## src/rtl/pc_seq_pkg.sv

```systemverilog
// Shared types and default vectors for the PC sequencer.
// Exception support is built only when PC_SEQ_EXCEPTION_EN is defined.
package pc_seq_pkg;

  typedef enum logic [1:0] {
    BOOT,
    RUN,
    HOLD,
    REDIRECT
  } pc_state_t;

  typedef enum logic [2:0] {
    CAUSE_SEQ,
    CAUSE_HOLD,
    CAUSE_BRANCH,
    CAUSE_JUMP,
    CAUSE_EXC,
    CAUSE_ERET
  } redirect_cause_t;

  localparam logic [31:0] DEFAULT_RESET_VECTOR = 32'h0000_3000;
  localparam logic [31:0] DEFAULT_EXC_VECTOR   = 32'h0000_4180;

endpackage

```

## src/rtl/pc_target_mux.sv

```systemverilog
// Combinational next-PC priority select for the PC sequencer.
// Exception/eret sources are present only when PC_SEQ_EXCEPTION_EN is defined.
module pc_target_mux
  import pc_seq_pkg::*;
#(
  parameter logic [31:0] EXC_VECTOR = DEFAULT_EXC_VECTOR
) (
  input  logic [31:0]     pc,
  input  logic [31:0]     epc,
  input  logic            stall,
  input  logic            branch_taken,
  input  logic [31:0]     branch_target,
  input  logic            jump_enabled,
  input  logic [25:0]     jump_index,
  input  logic            exc_req,
  input  logic            eret,
  output logic [31:0]     next_pc,
  output redirect_cause_t cause,
  output logic            target_misaligned
);

  logic [31:0] pc_plus4;

  assign pc_plus4 = pc + 32'd4;

`ifndef PC_SEQ_EXCEPTION_EN
  logic unused_exc_inputs;
  assign unused_exc_inputs = exc_req ^ eret ^ (^epc);
`endif

  // Fixed-priority selection of the next fetch address and its cause.
  always_comb begin
    next_pc           = pc_plus4;
    cause             = CAUSE_SEQ;
    target_misaligned = 1'b0;
`ifdef PC_SEQ_EXCEPTION_EN
    if (exc_req) begin
      next_pc = EXC_VECTOR;
      cause   = CAUSE_EXC;
    end else if (eret) begin
      next_pc           = {epc[31:2], 2'b00};
      cause             = CAUSE_ERET;
      target_misaligned = |epc[1:0];
    end else
`endif
    if (branch_taken) begin
      next_pc           = {branch_target[31:2], 2'b00};
      cause             = CAUSE_BRANCH;
      target_misaligned = |branch_target[1:0];
    end else if (jump_enabled) begin
      next_pc = {pc_plus4[31:28], jump_index, 2'b00};
      cause   = CAUSE_JUMP;
    end else if (stall) begin
      next_pc = pc;
      cause   = CAUSE_HOLD;
    end
  end

endmodule

```

## src/rtl/pc_sequencer.sv

```systemverilog
// Program counter sequencer: BOOT/RUN/HOLD/REDIRECT FSM with registered outputs.
// Define PC_SEQ_EXCEPTION_EN to build exception entry/return and the EPC register.
module pc_sequencer
  import pc_seq_pkg::*;
#(
  parameter logic [31:0] RESET_VECTOR = DEFAULT_RESET_VECTOR,
  parameter logic [31:0] EXC_VECTOR   = DEFAULT_EXC_VECTOR
) (
  input  logic        clock,
  input  logic        reset,
  input  logic        stall,
  input  logic        branchTaken,
  input  logic [31:0] branchTarget,
  input  logic        jumpEnabled,
  input  logic [25:0] jumpIndex,
  input  logic        excReq,
  input  logic        eret,
  output logic [31:0] pcValue,
  output logic        fetchValid,
  output logic        flush,
  output logic [31:0] epcValue,
  output logic        misaligned
);

  pc_state_t       state;
  logic [31:0]     next_pc;
  redirect_cause_t cause;
  logic            target_misaligned;
  logic [31:0]     epc_q;

  pc_target_mux #(
    .EXC_VECTOR(EXC_VECTOR)
  ) u_target_mux (
    .pc               (pcValue),
    .epc              (epc_q),
    .stall            (stall),
    .branch_taken     (branchTaken),
    .branch_target    (branchTarget),
    .jump_enabled     (jumpEnabled),
    .jump_index       (jumpIndex),
    .exc_req          (excReq),
    .eret             (eret),
    .next_pc          (next_pc),
    .cause            (cause),
    .target_misaligned(target_misaligned)
  );

`ifdef PC_SEQ_EXCEPTION_EN
  // Capture the faulting fetch address on exception entry; eret leaves it intact.
  always_ff @(posedge clock or negedge reset) begin
    if (!reset) begin
      epc_q <= '0;
    end else if (state != BOOT && cause == CAUSE_EXC) begin
      epc_q <= pcValue;
    end
  end
`else
  assign epc_q = '0;
`endif

  assign epcValue = epc_q;

  // Sequencer FSM: state, fetch address and status flags.
  always_ff @(posedge clock or negedge reset) begin
    if (!reset) begin
      state      <= BOOT;
      pcValue    <= RESET_VECTOR;
      fetchValid <= 1'b0;
      flush      <= 1'b0;
      misaligned <= 1'b0;
    end else begin
      case (state)
        BOOT: begin
          state      <= RUN;
          pcValue    <= RESET_VECTOR;
          fetchValid <= 1'b1;
          flush      <= 1'b0;
        end
        default: begin
          if (target_misaligned) begin
            misaligned <= 1'b1;
          end
          case (cause)
            CAUSE_HOLD: begin
              state      <= HOLD;
              pcValue    <= next_pc;
              fetchValid <= 1'b0;
              flush      <= 1'b0;
            end
            CAUSE_SEQ: begin
              state      <= RUN;
              // Leaving HOLD refetches the held address rather than advancing.
              pcValue    <= (state == HOLD) ? pcValue : next_pc;
              fetchValid <= 1'b1;
              flush      <= 1'b0;
            end
            default: begin
              state      <= REDIRECT;
              pcValue    <= next_pc;
              fetchValid <= 1'b1;
              flush      <= 1'b1;
            end
          endcase
        end
      endcase
    end
  end

endmodule

```

## config.mk

```make
export PLATFORM = sky130hd
export DESIGN_NAME = pc_sequencer
export DESIGN_NICKNAME = d
export VERILOG_FILES = /design/src/rtl/pc_seq_pkg.sv /design/src/rtl/pc_target_mux.sv /design/src/rtl/pc_sequencer.sv
export SDC_FILE = /design/constraint.sdc
export NUM_CORES = 1
export LEC_CHECK = 0
export BUFFER_PORTS_ARGS = -buffer_cell sky130_fd_sc_hd__buf_2
export CORE_UTILIZATION = 43
export DETAILED_ROUTE_END_ITERATION = 8
export PLACE_DENSITY = 0.78
export SYNTH_ARGS = -nofsm -noshare
export SYNTH_HDL_FRONTEND = slang
export SYNTH_SLANG_ARGS = --single-unit
```

## constraint.sdc

```tcl
create_clock -name clock -period 1.7 [get_ports clock]
set_input_delay 0.34 -clock clock [delete_from_list [all_inputs] [get_ports clock]]
set_output_delay 0.34 -clock clock [all_outputs]
set_load 0.03 [all_outputs]
```

# Yosys cells after proc, flatten, opt, wreduce, memory -nomap -nowiden

Cells that the tools add are included.

Add/sub/neg operators: 1
Equal/unequal tests: 3
Mux-type cells: 16
Bitwise logic cells: 1
Reductions and logical operators: 5

Operators by type and width:

| operator              | count |
|---|---|
| $mux 32               | 6 |
| $add 32x3->32 const B | 1 |
| $mux 1                | 6 |
| $mux 3                | 2 |
| $pmux 2 s2            | 1 |
| $reduce_or 2->1       | 2 |
| $eq 3x1->1 const B    | 1 |
| $logic_not 3->1       | 1 |
| $ne 3x2->1 const B    | 1 |
| $eq 2x2->1 const B    | 1 |
| $logic_not 2->1       | 1 |
| $mux 2                | 1 |
| $reduce_and 2->1      | 1 |
| $not 1->1             | 1 |

Bits in registers: 37
Bits of input ports: 65
Output and inout bits: 67
Word-level logic and storage cells: 31

# Depth between registers and ports, before layout

Depth after elaboration: 7
Gate-level depth with buffers: 7
Gate-level depth less buffers: 6

# By module

Synthesis repeated with hierarchy kept, for this count alone.

Cell total of the unflattened synthesis: 313
Area, all modules: 2852.7 um2

By module, submodules not included:

| module        | times used | cells an instance | area an instance (um2) |
|---|---|---|---|
| pc_sequencer  | 1          | 123               | 1646.6 |
| pc_target_mux | 1          | 190               | 1206.2 |

# Worst setup path after synthesis

OpenSTA, ideal clock, no wires.

Kind: register to register
From: reg pcValue[2]
To: reg pcValue[22]
Setup time: 121 ps
Data arrival time: 1985 ps
Data required time: 1579 ps
Slack: -406 ps
Cell stages (with the launch flop): 7
Clock period less this slack: 2106 ps
Cells stage by stage: dfrtp_1 -> ha_1 -> nand3_2 -> or3_4 -> or4_4 -> a21oi_1 -> o2bb2ai_1

Longest elaborated chain between the ends: 7

RTL lines:

| what                   | line                | source |
|---|---|---|
| start, declared        | pc_sequencer.sv:18  | `output logic [31:0] pcValue,` |
| start signal, assigned | pc_sequencer.sv:86  | `pcValue <= next_pc;` |
| start signal, assigned | pc_sequencer.sv:93  | `pcValue <= (state == HOLD) ? pcValue : next_pc;` |
| start signal, assigned | pc_sequencer.sv:99  | `pcValue <= next_pc;` |
| $add 32x3->32 *        | pc_target_mux.sv:24 | `assign pc_plus4 = pc + 32'd4;` |
| $mux 32 *              | pc_target_mux.sv:53 | `end else if (stall) begin` |
| $mux 32 *              | pc_target_mux.sv:50 | `end else if (jump_enabled) begin` |
| $mux 32 *              | pc_target_mux.sv:46 | `if (branch_taken) begin` |
| $mux 32                | pc_sequencer.sv:93  |  |
| $mux 32 *              | pc_sequencer.sv:83  | `case (cause)` |
| $mux 32 *              | pc_sequencer.sv:72  | `case (state)` |

Every way passes the cells marked *; elsewhere a longest branch is shown, timed or not. The select of a mux whose other input is x is not followed.
A chain may end at the register's enable or synchronous reset.

# Worst setup path in the final report

From: reg pcValue[8]
To: reg pcValue[22]

The elaborated chain is that of the path after synthesis.

==> results.json <==
{
  "clkSinkCount": 35,
  "rows": 29,
  "initial_utilization_pct": 44.37,
  "hold_viol_final": 0,
  "dp_hpwl_um": 7161,
  "cap_viol_max_count": 0,
  "drtIter0Drc": 368,
  "setup_viol": 5,
  "grt_max_degree": 21,
  "final_common_cell": "buf_2",
  "final_max_slew_viol_count": 0,
  "cts-root-buf": "clkbuf_8",
  "vdd_ir_drop_max_uv": 454.9,
  "startpoint_type": "flip-flop",
  "async_flop_share_pct": 100.0,
  "slowest_delay_ps": 450,
  "final_cell_mix": "buf_2, buf_4, conb_1, nand2_1, o21ai_0",
  "die_w_um": 82.72,
  "area_growth_pct": 50.25,
  "power_density_nw_per_um2": 754.7,
  "rsz0062_at_grt": "yes",
  "via_per_inst": 5.965,
  "grt_pass1_vias": 3233,
  "nets": 586,
  "die_area_um2": 6842,
  "routabilityCongestion": 0.9205,
  "ys_ff_latch": 35,
  "synth_edf_count": 0,
  "drcViolationCount": 0,
  "p_leak_nw": 1.964,
  "synthCells": 350,
  "io_pins": 132,
  "crit_slowest_cell": "or4_4",
  "avgSynthCellArea_um2": 8.004,
  "yosysSeqAreaShare_pct": 31.35,
  "io_buffer_count": 95,
  "core_area_um2": 6314,
  "yosysWarnings": 0,
  "hold_class": "in -> reg",
  "first_pass_iters": 5,
  "syn_area_um2": 2801,
  "dr_total_vias": 3567,
  "whs_ps": 276.0,
  "setup.worst_path.class": "reg -> reg",
  "finalPower_mw": 3.177,
  "drt.antenna.violating_nets": 0,
  "fmax_mhz": 564.8,
  "antenna_found_initial": 0,
  "setup_ws_ps": -70.69,
  "reg2reg_from": "pcValue[8]",
  "diodes": 0,
  "path_max_fanout": 6,
  "violations": "negative setup slack",
  "synth_cell_types": 62,
  "clock_skew_ps": 8.626,
  "drive_above_1_share_pct": 46.26,
  "ff2ff_path_depth": 5,
  "min_period_ps": 1771,
  "cp_data_arrival_time_ps": 1990,
  "cts.path.max_buffers": 2,
  "critPathRequiredTime_ps": 1920,
  "r2r_end": "pcValue[22]",
  "clk-insertion-delay-late_ps": 300,
  "rrSetupSlack_ps": -70,
  "drt_wl_total_um": 10360,
  "numCtsBuffers": 5,
  "path_cells": "nand4_4 > or3_4 > or4_4 > o21ai_2 > o2bb2ai_1",
  "ys.flop_type": "dfrtp_1",
  "startpoint": "pcValue[8]",
  "htree_levels": 2,
  "grt_pass1_wl_um": 15370,
  "die_y_um": 82.72,
  "wl_per_cell_um": 17.33,
  "path_clk_slew_ps": 80,
  "crit_end": "pcValue[22]",
  "finalCritPeriodShare_pct": 104.2,
  "end_kind": "flip-flop",
  "grt_use_total_pct": 30.09,
  "cts_tree": "built",
  "status": "finished, violations left",
  "grt_overflow_total": 0
}
## where the power goes
group	internal, mW	total, mW	switching [mW]
Sequential	0.944	1.07	0.123
Combinational	0.515	1.30	0.786
Clock	0.475	0.808	0.333
Total	1.93	3.18	1.24
## layout make-up
cell class	count	area, um2
sequential	35	890.9
fill	531	2105
timing repair buffer	183	1172
clock inverter	2	35.03
multi-input combinational	287	1902
inverter	8	30.03
tap	77	96.34
clock buffer	6	82.58
## registers in the layout (all words and copies together), names as in the netlist
register,cells
misaligned,1
flush,1
state,2
pcValue,30
fetchValid,1
## cell families after synthesis
logic type	count (synthesis)	synth area share, %
AOI/OAI and AO/OA	110	26.26
xor gates and xnor gates	4	1.251
adders and majority gates	1	0.4466
buffers and inverters	61	13.09
DFF	35	31.35
muxes	4	1.474
other	1	0.1339
and+or+nand+nor	134	25.99
## repair_timing
item | 4_1_cts | 5_1_grt
endpoints found under the setup margin | 18 | 21
hold endpoints to repair | 15 | 0
hold buffers | 1 | 0
gates resized for setup | 16 | 33
gates cloned | 0 | 1
pin swaps | 7 | 8
setup buffers | 6 | 4
## routing by layer
layer	part of all wire, %	routed length, um	track usage [%]
met5	0	0	0
met4	3.9	402	12.24
met3	9.3	963	6.374
met2	49	5098	52.05
met1	38	3898	36.03
## per-stage QoR
| stage | setup slack (ps) | TNS [ps] | instances | instance area (um2) | utilization, % |
|---|---|---|---|---|---|
| global placement | -85.41 | -499.0 | 578 | 3806 | 60.29 |
| finish | -70.69 | -150.1 | 598 | 4209 | 66.67 |
| floorplan | -212.9 | -858.2 | 383 | 2978 | - |
| global route | -153.1 | -848.5 | 598 | 4209 | 66.67 |
| CTS | -62.98 | -199.6 | 593 | 4041 | 64.01 |
| detailed placement | -130.1 | -1002 | 578 | 3806 | 60.29 |
## worst min path at each step
stage	start	end	slack (ps)	cells after the start
2_1_floorplan	reset	fetchValid	40	0
3_3_place_gp	reset	pcValue[3]	290	1
3_5_place_dp	reset	pcValue[3]	300	1
4_1_cts	branchTarget[11]	pcValue[11]	280	3
5_1_grt	branchTarget[11]	pcValue[11]	270	3
6_report	branchTarget[11]	pcValue[11]	280	3
## worst max-delay path, delay by kind of cell (launching register included)
family          cells  cell delay [ps]
simple gates        3             1010
flops               1              440
compound gates      2              250
## cells in the mapped netlist (3+ instances only)
library cell,n,area (um2)
buf_4,35,262.8
nand4_1,8,50.05
nand2b_1,6,37.54
a21o_1,4,30.03
and3_1,3,18.77
dfrtp_1,33,825.8
buf_1,3,11.26
a221oi_1,5,43.79
or4_1,3,22.52
nand3_1,10,50.05
buf_2,5,25.02
o221ai_1,4,35.03
o21ai_0,27,135.1
mux2i_1,3,30.03
and2_1,5,31.28
inv_1,7,26.28
a21oi_1,23,115.1
clkbuf_1,10,37.54
nand2_1,34,127.6
a22o_1,3,26.28
a22oi_1,7,52.55
and4_1,6,52.55
o2bb2ai_1,6,52.55
nor2_1,23,86.33
o211ai_1,5,37.54
a31oi_1,3,18.77
o22ai_1,4,25.02
nor4_1,4,25.02
o31ai_1,3,22.52
nor3_1,13,65.06
Power figures use the tool's default switching activity.
